`src/rtl/kernel_st_adapter_pkg.sv`:
```
// rtl/kernel_st_adapter_pkg.sv - shared types and parameter checks for the ST channel filter adapter
// Purpose: packet FSM state encoding and the helper that decides whether an
//          OUT_CHAN_W / MAX_CHANNEL combination is usable.
// Ports:   none (package).
package kernel_st_adapter_pkg;

   typedef enum logic [1:0] {
      ST_IDLE = 2'd0,   // between packets
      ST_PASS = 2'd1,   // inside a packet that is being forwarded
      ST_DROP = 2'd2    // inside a packet that is being discarded
   } pkt_state_e;

   // The output channel must be at least one bit, no wider than the input
   // channel, and wide enough to carry every forwarded channel number.
   function automatic bit chan_cfg_legal(input int in_chan_w,
                                         input int out_chan_w,
                                         input int max_channel);
      return (out_chan_w >= 1) && (out_chan_w <= in_chan_w) &&
             (out_chan_w < 31) && (max_channel >= 0) &&
             (max_channel < (1 << out_chan_w));
   endfunction

endpackage

```
`src/rtl/kernel_st_skid_buffer.sv`:
```
// rtl/kernel_st_skid_buffer.sv - 2-entry registered skid buffer with valid/ready on both sides
// Purpose: decouples upstream ready from downstream ready. s_tready is a flop,
//          so it never depends combinationally on m_tready.
// Ports:   clk, rst          clock, async active-high reset
//          s_tvalid/s_tready/s_tdata   write side (W-bit payload)
//          m_tvalid/m_tready/m_tdata   read side, driven straight from flops
module kernel_st_skid_buffer #(
   parameter int W = 8
) (
   input  logic         clk,
   input  logic         rst,
   input  logic         s_tvalid,
   output logic         s_tready,
   input  logic [W-1:0] s_tdata,
   output logic         m_tvalid,
   input  logic         m_tready,
   output logic [W-1:0] m_tdata
);

   // Entry 0 is always the head; entry 1 only holds data when entry 0 does.
   logic         v0_q, v0_d, v1_q, v1_d;
   logic [W-1:0] e0_q, e0_d, e1_q, e1_d;
   logic         rdy_q, rdy_d;
   logic         push, pop;

   assign push = s_tvalid & rdy_q;
   assign pop  = v0_q & m_tready;

   always_comb begin
      v0_d = v0_q;
      v1_d = v1_q;
      e0_d = e0_q;
      e1_d = e1_q;
      unique case ({push, pop})
         2'b10: begin
            if (!v0_q) begin
               v0_d = 1'b1;
               e0_d = s_tdata;
            end else begin
               v1_d = 1'b1;
               e1_d = s_tdata;
            end
         end
         2'b01: begin
            v0_d = v1_q;
            e0_d = e1_q;
            v1_d = 1'b0;
         end
         // A push implies entry 1 was empty, so the new beat becomes the head.
         2'b11: e0_d = s_tdata;
         default: ;
      endcase
      rdy_d = !(v0_d & v1_d);
   end

   always_ff @(posedge clk or posedge rst) begin
      if (rst) begin
         v0_q  <= 1'b0;
         v1_q  <= 1'b0;
         e0_q  <= '0;
         e1_q  <= '0;
         rdy_q <= 1'b0;
      end else begin
         v0_q  <= v0_d;
         v1_q  <= v1_d;
         e0_q  <= e0_d;
         e1_q  <= e1_d;
         rdy_q <= rdy_d;
      end
   end

   assign s_tready = rdy_q;
   assign m_tvalid = v0_q;
   assign m_tdata  = e0_q;

endmodule

```
`src/rtl/kernel_st_channel_filter_adapter.sv`:
```
// rtl/kernel_st_channel_filter_adapter.sv - Avalon-ST channel narrowing and suppression adapter
// Purpose: forwards beats whose channel is <= MAX_CHANNEL with the channel cut
//          to OUT_CHAN_W bits; discards the others per beat (PKT_DROP=0) or
//          per packet decided at SOP (PKT_DROP=1), counting each suppression.
// Ports:   clk, reset                          clock, async active-high reset
//          in_ready/in_valid/in_data/in_channel/in_startofpacket/in_endofpacket   sink side
//          out_ready/out_valid/out_data/out_channel/out_startofpacket/out_endofpacket   source side
//          drop_count   saturating count of suppressed packets/beats
//          drop_pulse   one-cycle pulse per suppression, the cycle after acceptance
module kernel_st_channel_filter_adapter
   import kernel_st_adapter_pkg::*;
#(
   parameter int DATA_W      = 8,
   parameter int IN_CHAN_W   = 8,
   parameter int OUT_CHAN_W  = 2,
   parameter int MAX_CHANNEL = 3,
   parameter int PKT_DROP    = 1,
   parameter int CNT_W       = 16
) (
   input  logic                  clk,
   input  logic                  reset,
   output logic                  in_ready,
   input  logic                  in_valid,
   input  logic [DATA_W-1:0]     in_data,
   input  logic [IN_CHAN_W-1:0]  in_channel,
   input  logic                  in_startofpacket,
   input  logic                  in_endofpacket,
   input  logic                  out_ready,
   output logic                  out_valid,
   output logic [DATA_W-1:0]     out_data,
   output logic [OUT_CHAN_W-1:0] out_channel,
   output logic                  out_startofpacket,
   output logic                  out_endofpacket,
   output logic [CNT_W-1:0]      drop_count,
   output logic                  drop_pulse
);

   localparam int PW = DATA_W + OUT_CHAN_W + 2;

   if (!chan_cfg_legal(IN_CHAN_W, OUT_CHAN_W, MAX_CHANNEL)) begin : g_cfg_check
      $error("kernel_st_channel_filter_adapter: illegal OUT_CHAN_W/MAX_CHANNEL combination");
   end

   pkt_state_e        state_q, state_d;
   logic              drop_pulse_q, drop_pulse_d;
   logic [CNT_W-1:0]  drop_count_q, drop_count_d;
   logic              bad;
   logic              accept;
   logic              drop_beat;
   logic              buf_s_tvalid;
   logic [PW-1:0]     buf_s_tdata, buf_m_tdata;

   // Full-width compare so high channel bits cannot alias into the legal range.
   assign bad    = in_channel > IN_CHAN_W'(MAX_CHANNEL);
   assign accept = in_valid & in_ready;

   always_comb begin
      state_d      = state_q;
      drop_beat    = bad;
      drop_pulse_d = 1'b0;
      if (accept) begin
         if (PKT_DROP == 0) begin
            drop_beat    = bad;
            drop_pulse_d = bad;
         end else if (in_startofpacket) begin
            // SOP always starts a fresh decision, even if the previous EOP was missed.
            drop_beat    = bad;
            drop_pulse_d = bad;
            if (in_endofpacket)
               state_d = ST_IDLE;
            else
               state_d = bad ? ST_DROP : ST_PASS;
         end else begin
            unique case (state_q)
               ST_PASS: begin
                  drop_beat = 1'b0;
                  if (in_endofpacket) state_d = ST_IDLE;
               end
               ST_DROP: begin
                  drop_beat = 1'b1;
                  if (in_endofpacket) state_d = ST_IDLE;
               end
               default: begin
                  // Stray body beat outside a packet: judge it on its own.
                  drop_beat    = bad;
                  drop_pulse_d = bad;
               end
            endcase
         end
      end
      drop_count_d = (drop_pulse_d && (drop_count_q != '1)) ? drop_count_q + 1'b1
                                                             : drop_count_q;
   end

   always_ff @(posedge clk or posedge reset) begin
      if (reset) begin
         state_q      <= ST_IDLE;
         drop_pulse_q <= 1'b0;
         drop_count_q <= '0;
      end else begin
         state_q      <= state_d;
         drop_pulse_q <= drop_pulse_d;
         drop_count_q <= drop_count_d;
      end
   end

   // Suppressed beats are still handshaken upstream; they just skip the buffer write.
   assign buf_s_tvalid = in_valid & ~drop_beat;
   assign buf_s_tdata  = {in_startofpacket, in_endofpacket,
                          in_channel[OUT_CHAN_W-1:0], in_data};

   kernel_st_skid_buffer #(
      .W (PW)
   ) u_skid (
      .clk      (clk),
      .rst      (reset),
      .s_tvalid (buf_s_tvalid),
      .s_tready (in_ready),
      .s_tdata  (buf_s_tdata),
      .m_tvalid (out_valid),
      .m_tready (out_ready),
      .m_tdata  (buf_m_tdata)
   );

   assign {out_startofpacket, out_endofpacket, out_channel, out_data} = buf_m_tdata;
   assign drop_count = drop_count_q;
   assign drop_pulse = drop_pulse_q;

endmodule
```
`config.mk`:
```
export PLATFORM = sky130hd
export DESIGN_NAME = kernel_st_channel_filter_adapter
export DESIGN_NICKNAME = d
export VERILOG_FILES = /design/src/rtl/kernel_st_adapter_pkg.sv /design/src/rtl/kernel_st_skid_buffer.sv /design/src/rtl/kernel_st_channel_filter_adapter.sv
export SDC_FILE = /design/constraint.sdc
export NUM_CORES = 1
export LEC_CHECK = 0
export ABC_AREA = 1
export ABC_CLOCK_PERIOD_IN_PS = 1750
export CORE_UTILIZATION = 25
export DETAILED_ROUTE_END_ITERATION = 8
export PLACE_DENSITY = 0.58
export SYNTH_ARGS = -nofsm -noshare
export SYNTH_HDL_FRONTEND = slang
export SYNTH_SLANG_ARGS = --single-unit
```
`constraint.sdc`:
```
create_clock -name clk -period 1.75 [get_ports clk]
set_input_delay 0.2625 -clock clk [delete_from_list [all_inputs] [get_ports clk]]
set_output_delay 0.2625 -clock clk [all_outputs]
set_load 0.02 [all_outputs]
```
==> reports/qor.yml <==
drtPass1Iterations: 4
htreeDepth: 2
clk_pin_slew_ps: 100
reg2reg_slack_ps: 20
finish.net_count: 410
place_congestion: 0.7746
async_flop_share_pct: 100.0
setup_viol_count_final: 0
post-cts-setup-buffers: 0
nFillCells: 975
grtUsageTotal_pct: 11.59
grt_overflow: 0
antenna_found_initial: 0
ys_seq_elements: 46
powerDensity_nw_per_um2: 1097
synthTopCellsByCount: "nand2_1 (136), dfrtp_1 (46), o21ai_0 (30)"
stdcell_count: 514
synth_most_common_cell: "nand2_1"
critical_path.endpoint: "u_skid.s_tready"
post_dp_cell_area_sq_um: 3174
worstSetupStartpoint: "state_q[1]"
r2r_cells: 10
synth_top_flop_cell: "dfrtp_1"
n_antenna_cell: 0
yosys.area.top_type: "dfrtp_1"
worst_slew_pin_slew_ps: 388.1
wl_per_cell_microns: 11.70
slew_violations: 0
crit_path_top_delay_cell: "dfrtp_1"
antenna_left: 0
fmax_mhz: 577.6
hold_viol: 0
syn_inst: 320
io_buffers: 52
ys.warnings.count: 0
crit_path_max_fanout: 7
finish.utilization_pct: 37.91
vias: 2242
r2r-start: "state_q[1]"
drc: 0
initial_utilization_pct: 26.00
stdcell_area_sq_um: 3520
synth_top_area_share_pct: 47.69
synthToLayoutAreaGrowth_pct: 45.83
p_leak_nw: 1.653
drt-vias-per-instance: 4.362
path_depth: 10
clockBufferDepth: 2
fp.coreArea_sq_um: 9284
clkLatencyLatePin_ps: 310
status: "complete, no violations"
setup_tns_ps: 0
grt_start_max_net_pins: 31
arrival_ps: 1980
die_w_microns: 100.3
die_h_microns: 100.3
ir_drop_mv: 0.4173
fin_crit_sh_pct: 98.94
min_period_ps: 1731
synth_area_sq_um: 2414
avgSynthCellArea_sq_um: 7.542
cts_tree: "done"
synth_edf_count: 0
ys_seq_area_share_pct: 47.69
max_cap_viol_count: 0
rsz0062_at_grt: "true"
path_common_cell: "ha_4"
cp_top_family: "adder cells"
total_power_mw: 3.862
ioPinCount: 53
wl_mm: 6.013
r2r_end: "u_skid.s_tready"
die_area_sq_um: 10050
cts_buffers: 5
synth_cell_types: 26
slew_headroom_pct: 74.09
dp_hpwl_mm: 4.093
rows: 35
end_kind: "flip-flop"
cpPeakStageDelay_ps: 420
grt_first_pass_wirelength_mm: 9.232
crit_type: "flip-flop to flip-flop"
postCtsHoldBufs: 0
synth_nets: 346
required_ps: 2000
crit_buf_inv: 2
fin_skew_ps: 8.540
regArea_sq_um: 1151
grt_pass1_vias: 1972
drt_iter0_markers: 64
dp_cells: 502
drive_gt1_share_pct: 18.70
multiInputGateArea_sq_um: 1250
root_buffer: "clkbuf_8"
cp-start-kind: "flip-flop"
crit_chain: "ha_4, nor2_4, inv_2, nand2_2, nand2_4, ha_4, buf_12, a21oi_2, o21ai_2, nand2_1"
cts.sinks: 46
hold_class: "primary input to async pin"
yosys-top-cells-area: "dfrtp_1 (48%), nand2_1 (21%), o21ai_0 (6.2%), inv_1 (4.5%), nand3_1 (3.7%)"
==> state kept, by name (all words and copies together), names as in the netlist <==
| name | flops |
|---|---|
| u_skid.m_tvalid | 1 |
| u_skid.v1_q | 1 |
| state_q | 2 |
| u_skid.m_tdata | 12 |
| u_skid.e1_q | 12 |
| u_skid.s_tready | 1 |
| drop_count | 16 |
| drop_pulse | 1 |
==> where the power goes <==
| part | switching [mW] | internal (mW) |
|---|---|---|
| Combinational | 0.769 | 0.735 |
| Sequential | 0.282 | 1.39 |
| Clock | 0.398 | 0.286 |
==> worst min-delay path by stage <==
stage	startpoint	endpoint	slack, ps	cells past startpoint
global placement	u_skid.e1_q[2]	u_skid.e1_q[2]	470	2
finish	reset	u_skid.m_tdata[6]	260	2
global route	reset	u_skid.m_tdata[6]	290	2
CTS	reset	u_skid.m_tdata[6]	260	2
detailed placement	u_skid.e1_q[4]	u_skid.e1_q[4]	470	2
floorplan	in_endofpacket	u_skid.e1_q[10]	420	2
==> per-stage QoR <==
| stage | setup WS (ps) | hold WS, ps |
|---|---|---|
| 2_1_floorplan | 13.05 | 422.2 |
| 3_3_place_gp | -68.57 | 466.0 |
| 3_5_place_dp | -132.0 | 472.7 |
| 4_1_cts | -2.518 | 260.6 |
| 5_1_grt | -61.66 | 286.3 |
| 6_report | 18.56 | 255.2 |
==> final cells by class <==
cell class	instances	area share [%]
clock inverter	3	0.6754
clock buffer	5	1.955
sequential	46	32.71
multi-input combinational	232	35.51
timing repair buffer	67	21.01
tap	129	4.586
inverter	32	3.555
==> metal layers <==
metal	vias to the layer above	global-route usage [%]	share of wire (%)
met5	-	0	0
met4	0	4.348	1.1
met3	8	2.019	3.6
met2	50	20.02	51
met1	1051	14.44	44
li1	1133	-	-
==> cells by family after synthesis <==
group | Yosys count | share of synthesized area [%]
fa+ha+maj | 4 | 2.074
buf+inv | 42 | 7.413
simple gates | 184 | 32.09
compound gates | 37 | 8.191
xor+xnor | 7 | 2.540
flops | 46 | 47.69
==> timing repair <==
action | CTS | global route
endpoints found under the setup margin | 26 | 27
pin swaps | 0 | 23
gates resized for setup | 14 | 55
cloned | 0 | 4
==> cells in the final DEF (no fill, tap or decap) <==
cell and n:
nand2_1 121, clkdlybuf4s50_1 52, dfrtp_1 46, inv_1 25, nand3_1 18, nor2_1 15
o21ai_2 13, o21ai_1 13, nand2_2 12, buf_4 7, nand2_4 6, inv_2 6
o21ai_0 6, clkbuf_8 5, nor2_4 4, nand4_1 4, xnor2_1 4, buf_12 4
xor2_1 3, ha_4 3, clkbuf_16 3, a21oi_4 2, nand3b_1 2, clkinvlp_4 2
nor2_2 1, clkinv_4 1, a21oi_1 1, nor3_1 1, o22ai_1 1, a21oi_2 1
ha_1 1, inv_6 1, buf_6 1
Power figures use the tool's default switching activity.
